[src/rtl/arb4_rr_ctrl.sv]
`default_nettype none
// ============================================================================
//  Module      : arb4_rr_ctrl
//  Description : Round-robin arbiter / packet sequencer for a shared 4:1
//                datapath mux. Owns the mux select, holds it for a whole
//                packet (or a MAX_BURST slice of it) and generates the
//                per-requester ready plus downstream valid/last.
//  Revision    : 1.0 - initial release
// ============================================================================
module arb4_rr_ctrl #(
    parameter int MAX_BURST = 16
) (
    input  logic       clk,
    input  logic       rst_n,
    input  logic [3:0] req_valid,
    input  logic [3:0] req_last,
    output logic [3:0] req_ready,
    output logic       out_valid,
    output logic       out_last,
    input  logic       out_ready,
    output logic [1:0] sel,
    output logic       busy
);

    // Beat counter is wide enough to hold the value MAX_BURST itself.
    localparam int                 CNT_W       = $clog2(MAX_BURST + 1);
    localparam logic [CNT_W-1:0]   C_MAX_BEATS = CNT_W'(MAX_BURST);

    typedef enum logic [0:0] {
        ST_IDLE  = 1'b0,
        ST_GRANT = 1'b1
    } state_t;

    state_t           state_q, state_d;
    logic [1:0]       sel_q,   sel_d;
    logic [1:0]       prio_q,  prio_d;
    logic [CNT_W-1:0] cnt_q,   cnt_d;

    // ------------------------------------------------------------------
    // Winner selection: requests rotated so that bit 0 is the requester
    // currently holding highest priority; the lowest set rotated bit wins.
    // ------------------------------------------------------------------
    logic [3:0] w_rot;
    logic [1:0] w_win_off;
    logic [1:0] w_winner;

    for (genvar k = 0; k < 4; k++) begin : g_rot
        assign w_rot[k] = req_valid[prio_q + 2'(k)];
    end

    // Priority-encode the rotated request vector (lowest index first).
    always_comb begin
        w_win_off = 2'd0;
        for (int k = 3; k >= 0; k--) begin
            if (w_rot[k]) begin
                w_win_off = 2'(k);
            end
        end
    end

    assign w_winner = prio_q + w_win_off;

    // ------------------------------------------------------------------
    // Beat accounting while granted.
    // ------------------------------------------------------------------
    logic             w_beat_acc;
    logic [CNT_W-1:0] w_cnt_inc;
    logic             w_burst_done;
    logic             w_rel_now;

    assign w_beat_acc   = (state_q == ST_GRANT) & req_valid[sel_q] & out_ready;
    assign w_cnt_inc    = (cnt_q == C_MAX_BEATS) ? cnt_q : (cnt_q + CNT_W'(1));
    // Forced release happens on the accept that brings the count to the limit;
    // it never touches out_last, the requester simply resumes on its next grant.
    assign w_burst_done = (w_cnt_inc == C_MAX_BEATS);
    assign w_rel_now    = w_beat_acc & (req_last[sel_q] | w_burst_done);

    // State register: synchronous active-low reset aborts any grant in flight.
    always_ff @(posedge clk) begin
        if (!rst_n) begin
            state_q <= ST_IDLE;
            sel_q   <= 2'd0;
            prio_q  <= 2'd0;
            cnt_q   <= '0;
        end else begin
            state_q <= state_d;
            sel_q   <= sel_d;
            prio_q  <= prio_d;
            cnt_q   <= cnt_d;
        end
    end

    // Next-state and handshake outputs; select only moves on IDLE->GRANT.
    always_comb begin
        state_d   = state_q;
        sel_d     = sel_q;
        prio_d    = prio_q;
        cnt_d     = cnt_q;
        req_ready = 4'b0000;
        out_valid = 1'b0;
        out_last  = 1'b0;
        busy      = 1'b0;

        case (state_q)
            ST_IDLE: begin
                if (|req_valid) begin
                    state_d = ST_GRANT;
                    sel_d   = w_winner;
                    cnt_d   = '0;
                end
            end

            ST_GRANT: begin
                busy             = 1'b1;
                out_valid        = req_valid[sel_q];
                out_last         = req_last[sel_q];
                req_ready[sel_q] = out_ready;
                if (w_beat_acc) begin
                    cnt_d = w_cnt_inc;
                    if (w_rel_now) begin
                        state_d = ST_IDLE;
                        prio_d  = sel_q + 2'd1;
                    end
                end
            end

            default: begin
                state_d = ST_IDLE;
            end
        endcase
    end

    assign sel = sel_q;

`ifndef SYNTHESIS
    // Simulation-only sanity properties on the mux select and ready vector.
    a_sel_known : assert property (@(posedge clk) disable iff (!rst_n) !$isunknown(sel));
    a_rdy_onehot: assert property (@(posedge clk) disable iff (!rst_n) $onehot0(req_ready));
`endif

endmodule
`default_nettype wire

[config.mk]
export PLATFORM = sky130hd
export DESIGN_NAME = arb4_rr_ctrl
export DESIGN_NICKNAME = d
export VERILOG_FILES = /design/src/rtl/arb4_rr_ctrl.sv
export SDC_FILE = /design/constraint.sdc
export NUM_CORES = 1
export LEC_CHECK = 0
export CAP_MARGIN = 20
export CORE_MARGIN = 4
export CORE_UTILIZATION = 54
export CTS_CLUSTER_DIAMETER = 100
export DETAILED_ROUTE_END_ITERATION = 7
export HOLD_SLACK_MARGIN = 0.05
export PLACE_DENSITY = 0.85
export SYNTH_ARGS = -nofsm -noshare
export SYNTH_HDL_FRONTEND = slang
export SYNTH_SLANG_ARGS = --single-unit
[constraint.sdc]
create_clock -name clk -period 5.4 [get_ports clk]
set_clock_uncertainty 0.15 [all_clocks]
set_input_delay 1.08 -clock clk [delete_from_list [all_inputs] [get_ports clk]]
set_output_delay 1.08 -clock clk [all_outputs]
set_load 0.02 [all_outputs]
# Word level (Yosys, flattened, before mapping)

Index checks and enable logic that the tools add are counted.

$add $sub $neg: 6
Multipliers: 0
Div/mod/pow operators: 0
Order comparisons: 6
Equality and inequality tests: 4
Shifts and indexed selects: 0
Muxes and demuxes: 30
Bitwise operators: 6
Reduce and logical (&&, ||, !) cells: 5

Operator list:

| operator                                                                      | count |
|---|---|
| 2-bit by 3-bit less-than comparator with 1-bit output (second input constant) | 5 |
| 5-bit 2-to-1 mux                                                              | 3 |
| 1-bit 2-to-1 mux                                                              | 13 |
| 1-bit binary-select mux with 2-bit select                                     | 6 |
| 5-bit equality test (second input constant)                                   | 2 |
| 5-bit one-hot mux with 2 select lines                                         | 1 |
| 2-bit 2-to-1 mux                                                              | 4 |
| 5-bit by 1-bit adder with 5-bit output (second input constant)                | 1 |
| 2-bit by 1-bit adder with 2-bit output (second input constant)                | 2 |
| 2-bit adder (second input constant)                                           | 2 |
| 4-bit bitwise AND                                                             | 1 |
| 4-bit 2-to-1 mux                                                              | 1 |
| 2-bit AND reduction                                                           | 2 |
| 4-bit OR reduction                                                            | 1 |
| 1-bit bitwise AND                                                             | 3 |
| 3-bit AND reduction                                                           | 1 |
| 2-bit adder                                                                   | 1 |
| 1-bit demux with 2-bit select                                                 | 1 |
| 2-bit by 1-bit >= comparator with 1-bit output (second input constant)        | 1 |
| 2-bit by 1-bit != test with 1-bit output (second input constant)              | 1 |
| 2-bit != test (second input constant)                                         | 1 |
| 1-bit one-hot mux with 2 select lines                                         | 1 |
| 1-bit logical AND                                                             | 1 |
| 1-bit inverter                                                                | 1 |
| 1-bit bitwise OR                                                              | 1 |

Bits in registers: 10
Bits in latches: 0
RAM bits: 0
ROM bits: 0
Input port bits: 11
Logic and storage cells: 61
Memories kept: 0

# Longest topological paths before layout

Depth after elaboration: 8
Gate-level depth with buffers: 10
Mapped depth without buffers: 9

# Least setup slack after synthesis

No wires, ideal clock.

Kind: input-to-output
Start: in req_valid[1]
End: out out_valid
Data arrival time: 1.913 ns
Required time: 4.170 ns
Slack: 2.257 ns
Cell stages on the path: 3
Cells stage by stage: buf_4 -> mux4_2 -> and2_1

Cells in the longest elaborated chain, start to end: 3

Ends and longest elaborated chain:

| item                                      | RTL line | RTL |
|---|---|---|
| start, declared                           | 15       | `input logic [3:0] req_valid,` |
| 1-bit binary-select mux with 2-bit select | 115      | `out_valid = req_valid[sel_q];` |
| 1-bit 2-to-1 mux (not written as such)    | 115      |  |
| 1-bit 2-to-1 mux                          | 104      | `case (state_q)` |
| end, declared                             | 18       | `output logic out_valid,` |

Every way passes these cells. The select of a mux whose other input is x is not followed.

# Worst setup path in the final report

Start: in req_valid[3]
End: out out_valid

Same word-level chain as after synthesis.

==> metrics <==
RR Endpoint=prio_q[0]; # nets final=154; global-route wire length before repair=3730 um; WS Path Type=primary input to output pin; Synth area leader=dfxtp_1; H-Tree Depth=1; DR WL met3=129 um; Tmin final=4.13 ns; Post-synth EDFFs=0; IO Count=20; status=completed; r2r setup slk=3.23 ns; synthesis-to-layout area growth=19.2%; largest net degree at the start of global routing=14; Hold-fix buffers, CTS=0; FMAX=0.242 GHz; warning count from the yosys run=0; pwr dens=209 nW/um^2; actual slew at the worst max-slew pin=0.406 ns; Initial Util=0.600; register bit total from synthesis=10; part of the cycle the worst path needs=0.764; DRT Wirelength=2200 um; Clock Latency Late Sink=0.27 ns; synth unique cells=39; Root Buffer=clkbuf_4; CP endpoint kind=output pin; R2R depth=6; vias in the first global route=910; WL met2=1090 um; port bufs=19; R2R Path Start=cnt_q[0]; Post-synth top cells=10 x dfxtp_1, 10 x nor2_1, 9 x nand2_1, 8 x inv_1, 8 x nand3_1; unrepaired setup endpoints after global routing=no; Async SR Flop Fraction=0; Synth top area share=0.209; crit path capture=out_valid; share of cells above drive strength 1=0.0667; Die X=50.1 um; postcts setup bufs=0; LEAKAGE=0.000411 uW; Remaining DRCs=0; met1 wire length=984 um; Worst Path Max Fanout=8; CP Launch Point=req_valid[3]; drt via density=5.95; initial antenna violation count=0; die area=2510 um^2; Fin Setup TNS=0 ns; Antenna Cells=0; critical path arrival=2.90 ns; Synth Cell Area=957 um^2; Worst Path Required=4.17 ns; Die Span Y=50.1 um; row count=14; GRT Util Overall=0.184; total power=238 uW; max-slew headroom at the worst pin=0.727; Worst-path clk slew=0.07 ns; grt total ovfl=0; total number of vias=946; Seq/Total Area, Yosys=0.209; Fin Hold WS=0.368 ns; VDD IR-drop max=0.124 mV; syn_area_per_cell=7.85 um^2; CTS tree=built; Slew Limit Fails=0; ranking of synthesized cells by area=dfxtp_1 21%, ha_1 9.2%, buf_6 4.7%, mux4_2 4.7%, nand3_1 4.2%; worst min-delay path category=flip-flop to flip-flop; Clock Path Buffers=2; total of max-cap violations=0; top_reg_cell synth=dfxtp_1; CTS-repair resized insts=0; Hold Vio Cnt, Final=0; syn_nets=140; cts bufs inserted=3; GP Congestion=0.813; Iter 0 DRT Violations=14; Detailed Place HPWL=1690 um; core area=1590 um^2; Mapped Cells=122; clock sinks=10; DR top layer=met3; CP startpoint kind=primary input; Setup-failing EPs final=0; Routed wire per std cell=13.8 um; Final ANT Viol Nets=0; TritonRoute pass-1 iters=4
[cell usage in the layout, fill, tap and decap left out, drive strengths merged, types with 3 or more instances in the layout]
cell and count:
clkdlybuf4s50 19, nor2 10, dfxtp 10, nand2 9
inv 8, nand3 8, ha 7, o21ai 6
and3 6, or3 5, a21oi 4, clkbuf 4
or4 3, o211ai 3, o311ai 3, a31oi 3
[worst min-delay path by stage]
stage	start	endpoint	slack (ns)	depth (start not counted)
CTS	cnt_q[0]	cnt_q[0]	0.37	1
detailed placement	cnt_q[0]	cnt_q[0]	0.35	1
global placement	cnt_q[0]	cnt_q[0]	0.36	1
floorplan	cnt_q[0]	cnt_q[0]	0.32	1
global route	cnt_q[0]	cnt_q[0]	0.42	1
finish	cnt_q[0]	cnt_q[0]	0.37	1
[worst max-delay path, stage by stage]
cell,delay (ns)
clkdlybuf4s50_1,0.55
mux4_2,0.55
and2_1,0.18
clkdlybuf4s50_1,0.53
[sequential cells by signal (all words and copies together), names as in the netlist]
signal	count
state_q	1
cnt_q	5
sel	2
prio_q	2
[per-layer routing]
layer / vias to the layer above / global-route usage
li1: 481 / -
met1: 436 / 0.225
met2: 29 / 0.317
met3: 0 / 0.0452
met4: 0 / 0.0507
met5: - / 0
[cells by family (layout without fill, tap and decap cells)]
kind of cell | Yosys count | in the layout | synth area share
buffers and inverters | 18 | 31 | 0.107
adder cells (fa/ha/maj) | 7 | 7 | 0.0915
flip-flops | 10 | 10 | 0.209
multiplexers | 2 | 2 | 0.0471
AO/OA/AOI/OAI | 29 | 29 | 0.207
XOR/XNOR | 2 | 2 | 0.0183
AND/OR/NAND/NOR | 54 | 54 | 0.320
[area by class of cell]
type                            count  area [um^2]
Tap cell                           24         30.0
Fill cell                         126          453
Inverter                            8         30.0
Sequential cell                    10          200
Clock buffer                        4         36.3
Timing Repair Buffer               19          190
Multi-Input combinational cell     94          654
[power breakdown]
group	internal [uW]	total, uW	switching, uW
clock	40.9	69.4	28.5
combinational	38.4	78.3	39.8
sequential	78.8	90.7	11.9
[metrics by stage]
step	cells	utilization	worst slack (ns)	area (um^2)
finish	159	0.716	1.27	1140
global route	159	0.716	1.20	1140
CTS	159	0.716	1.28	1140
detailed placement	155	0.693	1.30	1100
global placement	155	0.693	1.32	1100
floorplan	122	-	2.26	957
No activity file was read; power rests on OpenSTA's default activity.
